==> src/rtl/cv32e40p_tmr_pkg.sv <==
// Shared types and default constants for the TMR fault manager slice.
package cv32e40p_tmr_pkg;

  typedef enum logic [1:0] {
    TMR_IDLE   = 2'd0,
    TMR_REQ    = 2'd1,
    TMR_SETTLE = 2'd2,
    TMR_ALARM  = 2'd3
  } tmr_fm_state_e;

  localparam int TMR_NUM_VOTERS    = 8;
  localparam int TMR_CNT_WIDTH     = 8;
  localparam int TMR_THRESHOLD     = 3;
  localparam int TMR_WINDOW        = 64;
  localparam int TMR_SETTLE_CYCLES = 4;
  localparam int TMR_MAX_RETRY     = 2;

endpackage

==> src/rtl/cv32e40p_tmr_prio_enc.sv <==
// Combinational lowest-set-bit encoder: index of the lowest 1 in vec, valid when any bit is set.
module cv32e40p_tmr_prio_enc
  import cv32e40p_tmr_pkg::*;
#(
  parameter int WIDTH = TMR_NUM_VOTERS,
  localparam int IW   = (WIDTH > 1) ? $clog2(WIDTH) : 1
) (
  input  logic [WIDTH-1:0] vec,
  output logic [IW-1:0]    idx,
  output logic             valid
);

  always_comb begin
    idx   = '0;
    valid = |vec;
    // Scan downwards so the lowest set bit is the last one written.
    for (int i = WIDTH - 1; i >= 0; i--) begin
      if (vec[i]) idx = IW'(i);
    end
  end

endmodule

==> src/rtl/cv32e40p_tmr_fault_manager.sv <==
// TMR voter fault collector: counts fault events, captures the first faulty voter, requests resyncs, raises a sticky alarm.
// Define CV32E40P_TMR_FAULT_LOG_EN to keep a sticky per-voter fault bitmap on fault_map_o.
module cv32e40p_tmr_fault_manager
  import cv32e40p_tmr_pkg::*;
#(
  parameter int NUM_VOTERS    = TMR_NUM_VOTERS,
  parameter int CNT_WIDTH     = TMR_CNT_WIDTH,
  parameter int THRESHOLD     = TMR_THRESHOLD,
  parameter int WINDOW        = TMR_WINDOW,
  parameter int SETTLE_CYCLES = TMR_SETTLE_CYCLES,
  parameter int MAX_RETRY     = TMR_MAX_RETRY
) (
  input  logic                          clk,
  input  logic                          rst,
  input  logic                          enable_i,
  input  logic                          clear_i,
  input  logic [NUM_VOTERS-1:0]         fault_vec_i,
  output logic                          resync_req_o,
  input  logic                          resync_ack_i,
  output logic [CNT_WIDTH-1:0]          fault_cnt_o,
  output logic                          first_valid_o,
  output logic [$clog2(NUM_VOTERS)-1:0] first_idx_o,
  output logic                          alarm_o,
  output logic [NUM_VOTERS-1:0]         fault_map_o,
  output tmr_fm_state_e                 fsm_state
);

  localparam int IW = $clog2(NUM_VOTERS);
  localparam int EW = $clog2(THRESHOLD + 1);
  localparam int TW = $clog2(WINDOW + 1);
  localparam int RW = $clog2(MAX_RETRY + 2);
  localparam int SW = $clog2(SETTLE_CYCLES + 1);

  localparam logic [CNT_WIDTH-1:0] CNT_MAX     = '1;
  localparam logic [EW-1:0]        THR         = EW'(THRESHOLD);
  localparam logic [TW-1:0]        WIN_LAST    = TW'(WINDOW - 1);
  localparam logic [RW-1:0]        RETRY_MAX   = RW'(MAX_RETRY);
  localparam logic [SW-1:0]        SETTLE_LOAD = SW'(SETTLE_CYCLES - 1);

  tmr_fm_state_e   state;
  logic [EW-1:0]   ev_cnt, ev_base, ev_next;
  logic [TW-1:0]   timer, tm_base, timer_next;
  logic [TW-1:0]   quiet_cnt;
  logic [RW-1:0]   retry;
  logic [SW-1:0]   settle_cnt;
  logic [IW-1:0]   low_idx;
  logic            any_fault;
  logic            fault_event;
  logic            win_expire;

  cv32e40p_tmr_prio_enc #(.WIDTH(NUM_VOTERS)) u_prio_enc (
    .vec   (fault_vec_i),
    .idx   (low_idx),
    .valid (any_fault)
  );

  assign fault_event = enable_i && any_fault && (state != TMR_SETTLE);
  assign fsm_state   = state;

  // A window is open while ev_cnt is non-zero; an event on the expiry cycle opens the next one.
  always_comb begin
    win_expire = (ev_cnt != '0) && (timer == WIN_LAST);
    ev_base    = win_expire ? '0 : ev_cnt;
    tm_base    = win_expire ? '0 : timer;
    ev_next    = fault_event ? ev_base + 1'b1 : ev_base;
    timer_next = (ev_next != '0) ? tm_base + 1'b1 : '0;
  end

  // resync_req_o rises on entry to REQ and holds until a cycle with resync_ack_i=1;
  // clear_i may withdraw it without an ack.
  always_ff @(posedge clk or posedge rst) begin
    if (rst) begin
      state         <= TMR_IDLE;
      resync_req_o  <= 1'b0;
      alarm_o       <= 1'b0;
      fault_cnt_o   <= '0;
      first_valid_o <= 1'b0;
      first_idx_o   <= '0;
      ev_cnt        <= '0;
      timer         <= '0;
      quiet_cnt     <= '0;
      retry         <= '0;
      settle_cnt    <= '0;
    end else if (clear_i) begin
      state         <= TMR_IDLE;
      resync_req_o  <= 1'b0;
      alarm_o       <= 1'b0;
      fault_cnt_o   <= '0;
      first_valid_o <= 1'b0;
      first_idx_o   <= '0;
      ev_cnt        <= '0;
      timer         <= '0;
      quiet_cnt     <= '0;
      retry         <= '0;
      settle_cnt    <= '0;
    end else begin
      if (fault_event && (fault_cnt_o != CNT_MAX)) fault_cnt_o <= fault_cnt_o + 1'b1;
      if (fault_event && !first_valid_o) begin
        first_valid_o <= 1'b1;
        first_idx_o   <= low_idx;
      end
      if (state != TMR_IDLE) quiet_cnt <= '0;

      case (state)
        TMR_IDLE: begin
          if (enable_i) begin
            ev_cnt <= ev_next;
            timer  <= timer_next;
            if (fault_event) begin
              quiet_cnt <= '0;
            end else if (quiet_cnt == WIN_LAST) begin
              quiet_cnt <= '0;
              retry     <= '0;
            end else begin
              quiet_cnt <= quiet_cnt + 1'b1;
            end
            if (fault_event && (ev_next == THR)) begin
              if (retry == RETRY_MAX) begin
                state   <= TMR_ALARM;
                alarm_o <= 1'b1;
              end else begin
                state        <= TMR_REQ;
                resync_req_o <= 1'b1;
                retry        <= retry + 1'b1;
              end
            end
          end
        end
        TMR_REQ: begin
          if (resync_ack_i) begin
            state        <= TMR_SETTLE;
            resync_req_o <= 1'b0;
            settle_cnt   <= SETTLE_LOAD;
          end
        end
        TMR_SETTLE: begin
          if (settle_cnt == '0) begin
            state  <= TMR_IDLE;
            ev_cnt <= '0;
            timer  <= '0;
          end else begin
            settle_cnt <= settle_cnt - 1'b1;
          end
        end
        default: begin
        end
      endcase
    end
  end

`ifdef CV32E40P_TMR_FAULT_LOG_EN
  logic [NUM_VOTERS-1:0] map_q;

  always_ff @(posedge clk or posedge rst) begin
    if (rst) begin
      map_q <= '0;
    end else if (clear_i) begin
      map_q <= '0;
    end else if (fault_event) begin
      map_q <= map_q | fault_vec_i;
    end
  end

  assign fault_map_o = map_q;
`else
  assign fault_map_o = '0;
`endif

endmodule
==> config.mk <==
export PLATFORM = sky130hd
export DESIGN_NAME = cv32e40p_tmr_fault_manager
export DESIGN_NICKNAME = d
export VERILOG_FILES = /design/src/rtl/cv32e40p_tmr_pkg.sv /design/src/rtl/cv32e40p_tmr_prio_enc.sv /design/src/rtl/cv32e40p_tmr_fault_manager.sv
export SDC_FILE = /design/constraint.sdc
export NUM_CORES = 1
export LEC_CHECK = 0
export CAP_MARGIN = 20
export CORE_ASPECT_RATIO = 1.2
export CORE_MARGIN = 5
export CORE_UTILIZATION = 30
export CTS_CLUSTER_SIZE = 25
export DETAILED_ROUTE_END_ITERATION = 10
export SYNTH_ARGS = -nofsm -noshare
export SYNTH_HDL_FRONTEND = slang
export SYNTH_SLANG_ARGS = --single-unit
==> constraint.sdc <==
create_clock -name clk -period 5.3 [get_ports clk]
set_clock_uncertainty 0.15 [all_clocks]
set_input_delay 1.59 -clock clk [delete_from_list [all_inputs] [get_ports clk]]
set_output_delay 1.59 -clock clk [all_outputs]
set_load 0.005 [all_outputs]
# --- Word-level counts from Yosys, hierarchy flattened ---
# Cells that the tools add are included.
word_totals:
  latch_bits: 0
  rom_bits: 0
  in_bits: 13
  memories: 0
  regBits: 37
  ramBits: 0
op_classes:
  mux: 60
  multipliers: 0
  addsub: 6
  div_mod_pow: 0
  reduce_logical: 29
  n_lt_le_gt_ge: 0
  n_eq_ne: 14
  shift: 0
  n_bitwise: 0
op_table:
  columns: ["cell", "n"]
  rows:
  - ["two-way mux 7 bit", 11]
  - ["two-way mux 3 bit", 13]
  - ["two-way mux 2 bit", 17]
  - ["inequality test 3 bit, second input constant", 6]
  - ["nonzero test 2 bit", 9]
  - ["two-way mux 8 bit", 2]
  - ["adder 7 x 1 -> 7 bit, second input constant", 2]
  - ["equality test 7 x 6 -> 1 bit, second input constant", 2]
  - ["case mux 7 bit (2 select lines)", 1]
  - ["two-way mux 1 bit", 12]
  - ["AND reduction 5 bit", 2]
  - ["nonzero test 3 bit", 3]
  - ["adder 8 x 1 -> 8 bit, second input constant", 1]
  - ["inequality test 8 bit, second input constant", 1]
  - ["OR reduction 8 bit", 1]
  - ["equality test 2 bit, second input constant", 3]
  - ["logical AND 1 bit", 6]
  - ["case mux 2 bit (3 select lines)", 1]
  - ["case mux 3 bit (2 select lines)", 1]
  - ["AND reduction 3 bit", 2]
  - ["adder 2 x 1 -> 2 bit, second input constant", 2]
  - ["case mux 2 bit (2 select lines)", 1]
  - ["AND reduction 4 bit", 1]
  - ["nonzero test 4 bit", 1]
  - ["8 further kinds", 8]

# --- Depth between registers and ports, before layout ---
# Gate-level depths: netlist (run 1).
logic_depth:
  depth_word: 11
  depth_mapped: 9

# --- By module ---
# A second synthesis (run 1) with hierarchy kept.
unflattened:
  hier_cells: 263
  area_unflattened_um2: 2392.3
by_module_without_submodules:
  columns: ["mod", "area_per_inst_um2", "seq_area_each_um2", "instances", "cells_per_inst"]
  rows:
  - ["cv32e40p_tmr_fault_manager", 2311.0, 925.9, 1, 250]
  - ["cv32e40p_tmr_prio_enc", 81.3, 0.0, 1, 13]

# --- Least setup slack after synthesis (run 1) ---
# Ideal clock, no wire load.
synth_path:
  path_kind: "input -> register"
  startpoint: "input fault_vec_i[4]"
  endpoint: "register timer[2]"
  path_stages: 6
  arrival_time_ns: 2.758
  slack_ns: 2.274
  setup_ns: 0.118
  cell_sequence: "nor4_2 a211o_1 buf_4 o21ai_0 a41o_1 a21o_1"
synth_via:
  elab_chain_cells: 9
synth_lines:
  columns: ["element", "line", "rtl"]
  rows:
  - ["start: declaration", "cv32e40p_tmr_fault_manager.sv:17", "input logic [NUM_VOTERS-1:0] fault_vec_i,"]
  - ["OR reduction 8 bit", "cv32e40p_tmr_prio_enc.sv:15", "valid = |vec;"]
  - ["logical AND 1 bit (2 in series)", "cv32e40p_tmr_fault_manager.sv:57", "assign fault_event = enable_i && any_fault && (state != TMR_SETTLE);"]
  - ["two-way mux 2 bit", "cv32e40p_tmr_fault_manager.sv:65", "ev_next = fault_event ? ev_base + 1'b1 : ev_base;"]
  - ["nonzero test 2 bit", "cv32e40p_tmr_fault_manager.sv:66", "timer_next = (ev_next != '0) ? tm_base + 1'b1 : '0;"]
  - ["two-way mux 7 bit", "cv32e40p_tmr_fault_manager.sv:66", null]
  - ["two-way mux 7 bit", "cv32e40p_tmr_fault_manager.sv:106", "if (enable_i) begin"]
  - ["case mux 7 bit (2 select lines)", "cv32e40p_tmr_fault_manager.sv:104", "case (state)"]
  - ["two-way mux 7 bit", "cv32e40p_tmr_fault_manager.sv:84", "end else if (clear_i) begin"]
  - ["end signal: assignment", "cv32e40p_tmr_fault_manager.sv:108", "timer <= timer_next;"]
  - ["end: declaration", "cv32e40p_tmr_fault_manager.sv:42", "logic [TW-1:0] timer, tm_base, timer_next;"]
# No other way between the ends. The select of a mux whose other input is x is not followed.
# A chain may end at the register's enable or synchronous reset.

# --- Worst setup path in the final report (run 1) ---
layout_path:
  startpoint: "input fault_vec_i[3]"
  endpoint: "register timer[2]"
# Same word-level chain as after synthesis.

==> results of run 1 <==
path summary, 6_finish.rpt:
check	start	end	slack, ns	depth (start not counted)
worst max register to register	fsm_state[0]	timer[2]	2.77	6
worst max-delay path	fault_vec_i[3]	timer[2]	1.53	6
worst min register to register	settle_cnt[2]	settle_cnt[2]	0.34	2
max in group asynchronous	rst	timer[0]	3.10	3
min in group asynchronous	rst	fault_cnt_o[6]	1.56	3
worst min-delay path	settle_cnt[2]	settle_cnt[2]	0.34	2
synth_stat cells (2+ instances only):
cell and count:
nand3_1 11, a211o_1 3, nand2_1 23, nor3b_1 5
and2_1 2, nor4_2 2, o211ai_1 2, inv_1 13
mux2_1 2, o21ai_0 12, mux2i_1 2, xor2_1 3
ha_1 8, xnor2_1 6, a21oi_1 17, clkbuf_1 7
a21o_1 4, or4_1 2, buf_2 3, buf_4 9
nor2_1 28, dfrtp_1 37, o311ai_0 2, nand2b_1 3
nand4_1 4, a211oi_1 3, nor3_1 10, nand4b_1 3
o31ai_1 2, nor4_1 4, nor2b_1 6
sequential cells by signal, summed over array words and instances (netlist names):
name           cells
timer              7
resync_req_o       1
settle_cnt         3
alarm_o            1
fsm_state          2
retry              2
ev_cnt             2
first_valid_o      1
first_idx_o        3
fault_cnt_o        8
quiet_cnt          7
power groups by stage:
stage               Clock, W  Sequential (W)  Combinational [W]
floorplan                  0        0.000308          0.0000708
global placement           0        0.000313          0.0000941
detailed placement         0        0.000313          0.0000963
CTS                 0.000299        0.000308          0.0000966
global route        0.000312        0.000310           0.000110
finish              0.000289        0.000308          0.0000952
cells in the final DEF (no fill, tap or decap), types with 8 or more instances in the layout:
master           Yosys  routed
nor2_1              28      28
a21oi_1             17      17
clkdlybuf4s50_1      0      28
o21ai_0             12      12
nor3_1              10      10
ha_1                 8       8
dfrtp_1             37      37
inv_1               13      13
nand2_1             23      23
nand3_1             11      11
conb_1               1       8
cell type report:
| type | count | area [µm²] |
|---|---|---|
| flip-flops and latches | 37 | 926 |
| repair buffers | 31 | 303 |
| multi-input cells | 200 | 1260 |
| clock buffers | 5 | 68.8 |
| inverters | 14 | 52.6 |
| clock inverters | 3 | 65.1 |
| well taps | 92 | 115 |
| fillers | 758 | 4870 |
metal layers:
metal  vias up  global-route usage
li1        985                   -
met1       915               0.139
met2        37               0.184
met3         6              0.0239
met4         0              0.0383
met5         -                   0
cell families (layout without fill, tap and decap cells):
logic type | count (synthesis) | count (layout) | share of synthesized area
AND/OR/NAND/NOR | 112 | 112 | 0.260
flip-flops | 37 | 37 | 0.396
AO/OA/AOI/OAI | 59 | 59 | 0.173
multiplexers | 4 | 4 | 0.0182
XOR/XNOR | 9 | 9 | 0.0337
other | 1 | 8 | 0.00160
adder cells (fa/ha/maj) | 8 | 8 | 0.0428
buffers and inverters | 34 | 53 | 0.0739
metrics by stage:
step | setup WS (ns) | hold WS (ns) | total power [W] | cell area (µm²) | utilization
6_report | 1.53 | 0.341 | 0.000692 | 2800 | 0.365
5_1_grt | 1.34 | 0.378 | 0.000732 | 2800 | 0.365
2_1_floorplan | 2.27 | 0.300 | 0.000379 | 2360 | -
4_1_cts | 1.53 | 0.352 | 0.000703 | 2800 | 0.365
3_3_place_gp | 1.25 | 0.312 | 0.000407 | 2660 | 0.347
3_5_place_dp | 1.23 | 0.334 | 0.000410 | 2660 | 0.347
critical path, cell delays in order:
cell and delay, ns:
clkdlybuf4s50_1 0.45, nor4_2 0.44, a211o_1 0.62, o21ai_0 0.25
a41o_1 0.28, a21o_1 0.17
==> metrics.csv, run 1 <==
metric,value,unit
ys_ff_latch,37,
cts-resized-gates,0,
drc,0,
vias,1943,
power.density,248,nW/µm²
final_nets,310,
path_max_fanout,19,
critPathCaptureType,flop,
relSlewSlack,0.465,
worstHoldPathType,flop to flop,
postRouteAntennaNets,0,
cts_tree,built,
final-hold-violation-count,0,
p_sw,0.000168,W
place_hpwl,3770,µm
drive_gt1_frac,0.0724,
synth_area_leaders,"dfrtp_1, nor2_1, ha_1, nand2_1, a21oi_1",
clockRootBuffer,clkbuf_8,
synth_top_area_frac,0.396,
diodes,0,
power_frac_comb,0.137,
die_area,9660,µm²
rows,35,
gp_congestion,0.761,
io_pins,37,
wl,5050,µm
wl_met1,2330,µm
synth-main-ff-cell,dfrtp_1,
synth_area_per_cell,8.85,µm²
first_pass_iters,4,
cts_setup_buffers,0,
arrival,3.80,ns
netlist.top_cell.by_area,dfrtp_1,
dpl.cell_count,374,
area_growth,19.6,%
cts_hold_buf,0,
drv_cap,0,
clk_transition_reported_paths,0.08,ns
clock-sinks,37,
rsz0062_at_grt,no,
p_leak,1.17,nW
core,7660,µm²
synthArstFlopShare,1.00,
drtIter0Drc,67,
critPathLaunchType,input pin,
pwr-share-clk,0.417,
synth_cell_types,57,
worst-setup-path-type,input pin to flop,
outcome,completed,
cts_max_level,2,
dr_wl_met3,212,µm
place.port_buffers,28,
p_int,0.000524,W
insertion_delay,0.29,ns
yosys_warnings,0,
tns,0,ns
antenna_found_initial,0,
grt_pass1_wl,8940,µm
final_max_slew_viol_count,0,
wire_per_inst,13.2,µm
setup_viol,0,
tightest_slew,0.803,ns
globalRouteOverflowTotal,0,
met2WireLength,2430,µm
grt_pass1_vias,1926,
cts_buffer_depth,2,
pwr-share-seq,0.445,
fin_cells,382,
ys_seq_area_frac,0.396,
irDropWorstVdd,0.000127,V
grt_start_max_net_pins,38,
numCtsBuffers,5,
clock.fmax,265,MHz
start_util,0.305,
sw_frac_of_total,0.243,
post-route-period-util,0.711,
synth_edf_count,0,
viasPerCell,5.09,
worstPathRequired,5.33,ns
track_usage,0.110,
die_w,90.6,µm
synth_area,2340,µm²
synth_cells,264,
top_layer_used,met4,
fp.dieH,107,µm
fin_crit,3.77,ns
No activity file was read; power rests on OpenSTA's default activity.
==> inputs of run 2 (changes only) <==
- clock period: 5.3 -> 3.8 ns (I/O delays scaled with it)
==> run 2 against run 1 <==
  * Sequential cell count is the same
  * Global-route usage about the same
  * Critical path depth up 1
  * Core utilization is 0.23 points lower
  * Clock power down 5%
  * Via count up 3.7%
  * Final area shrank 0.63%
  * Combinational power grew 43%
  * Count of clock-buffer cells in the layout is the same
  * Register-to-register slack worse by 1.4 ns
  * Critical endpoint is now fsm_state[1]
  * Highest routed layer unchanged
==> metrics.csv, run 2 (synthesis gave the netlist of run 1 again) <==
metric,value,unit,change
outcome,completed,,
gp_congestion,0.807,,+6.1%
fin_crit,3.03,ns,
final_nets,314,,+1.3%
post-route-period-util,0.799,,
hold_depth,2,,unchanged
first_pass_iters,4,,unchanged
p_leak,1.16,nW,-0.40%
irDropWorstVdd,0.000166,V,+31%
reg_top3,"fault_cnt_o (8), quiet_cnt (7), timer (7)",,
rr_endpoint,fsm_state[1],,
antenna_found_initial,0,,unchanged
cts_hold_buf,0,,unchanged
tightest_slew,0.652,ns,-0.151 ns
clock.fmax,330,MHz,
whs,0.340,ns,-0.000900 ns
relSlewSlack,0.562,,+0.0974
drv_cap,0,,unchanged
critPathCaptureType,flop,,
dpl.cell_count,378,,+1.1%
vias,2015,,+3.7%
arrival,3.06,ns,-0.74 ns
final-hold-violation-count,0,,unchanged
postRouteAntennaNets,0,,unchanged
place_hpwl,3700,µm,-1.7%
cts-resized-gates,0,,unchanged
numCtsBuffers,5,,unchanged
largest_reg_flops,8,,unchanged
p_sw,0.000241,W,+43%
grt_pass1_vias,1973,,+2.4%
final_max_slew_viol_count,0,,unchanged
drc,0,,unchanged
reg2reg_from,fsm_state[0],,
viasPerCell,5.22,,+2.6%
insertion_delay,0.29,ns,about the same
fin_cells,386,,+1.0%
start_util,0.305,,unchanged
pwr-share-clk,0.327,,-0.090
worst-setup-path-type,input pin to flop,,
cts_setup_buffers,0,,unchanged
grt_pass1_wl,8920,µm,-0.16%
io_pins,37,,unchanged
area_growth,18.8,%,
worstHoldPathType,flop to flop,,
cts_buffer_depth,2,,unchanged
die_area,9660,µm²,unchanged
globalRouteOverflowTotal,0,,unchanged
p_total,0.000841,W,+21%
pwr-share-seq,0.511,,+0.066
cts_max_level,2,,unchanged
fin_area,2780,µm²,-0.63%
worstPathRequired,3.82,ns,-1.51 ns
final_common_cell,dfrtp_1,,
dpl_cell_area,2690,µm²,+1.1%
min_to,settle_cnt[2],,
hp-start,settle_cnt[2],,
setup_viol,0,,unchanged
most-common-layout-cells,"dfrtp_1, nor2_1, clkdlybuf4s50_1, nand2_1, a21oi_1",,
drtIter0Drc,101,,+51%
path_max_fanout,8,,-11
power_frac_comb,0.162,,+0.025
die_w,90.6,µm,unchanged
critPathLaunchType,input pin,,
place.port_buffers,28,,unchanged
wl,5070,µm,+0.46%
track_usage,0.110,,-0.000295
r2r_slack,1.34,ns,-1.43 ns
clk_transition_reported_paths,0.08,ns,about the same
power.density,303,nW/µm²,+22%
core,7660,µm²,unchanged
rows,35,,unchanged
cts_tree,built,,
sw_frac_of_total,0.287,,+0.0439
rsz0062_at_grt,no,,
diodes,0,,unchanged
regMostFlops,fault_cnt_o,,
clockRootBuffer,clkbuf_8,,
tns,0,ns,unchanged
drive_gt1_frac,0.0850,,+0.0126
grt_start_max_net_pins,38,,unchanged
fp.dieH,107,µm,unchanged
wire_per_inst,13.1,µm,-0.59%
clock-sinks,37,,unchanged
p_int,0.000599,W,+14%
ff2ff_path_depth,7,,+1
[run 2: cell count changes in the layout (fill, tap and decap cells not counted)]
cell,delta
bufinv_16,-2
clkinvlp_4,+1
buf_4,+4
clkinv_2,+1
[run 2: power groups by stage]
stage	clock (W)	sequential [W]	combinational, W
2_1_floorplan	0	0.000430	0.0000987
4_1_cts	0.000288	0.000430	0.000138
6_report	0.000275	0.000430	0.000136
3_3_place_gp	0	0.000437	0.000135
5_1_grt	0.000305	0.000433	0.000154
3_5_place_dp	0	0.000437	0.000136
[run 2: routing by layer]
layer / global-route usage / wire (µm) / vias to the layer above
li1: - / - / 985
met1: 0.132 / 2220 / 956
met2: 0.180 / 2400 / 61
met3: 0.0281 / 301 / 13
met4: 0.0564 / 146 / 0
met5: 0 / 0 / -
[run 2: through the flow]
stage | setup WS, ns | utilization
floorplan | 1.22 | -
global placement | 0.520 | 0.351
detailed placement | 0.474 | 0.351
CTS | 0.772 | 0.362
global route | 0.618 | 0.362
finish | 0.765 | 0.362
[run 2: worst max path at each step]
stage          slack, ns      endpoint           start
2_1_floorplan       1.22      timer[2]  fault_vec_i[4]
3_3_place_gp        0.52  quiet_cnt[5]  fault_vec_i[4]
3_5_place_dp        0.47  quiet_cnt[5]  fault_vec_i[4]
4_1_cts             0.77  quiet_cnt[5]  fault_vec_i[4]
5_1_grt             0.62       alarm_o  fault_vec_i[0]
6_report            0.77  fsm_state[1]  fault_vec_i[0]
[run 2: area by class of cell]
class / count / area, µm²
Clock buffer: 5 / 68.8
Clock inverter: 3 / 17.5
Fill cell: 795 / 4890
Inverter: 14 / 52.6
Multi-Input combinational cell: 200 / 1260
Sequential cell: 37 / 926
Tap cell: 92 / 115
Timing Repair Buffer: 35 / 333
[run 2: worst max-delay path, cell delays in order]
cell and delay [ns]:
clkdlybuf4s50_1 0.52, nor4_2 0.07, a211oi_2 0.21, buf_4 0.19, nand4b_1 0.26, a21oi_1 0.32
mux2_1 0.35
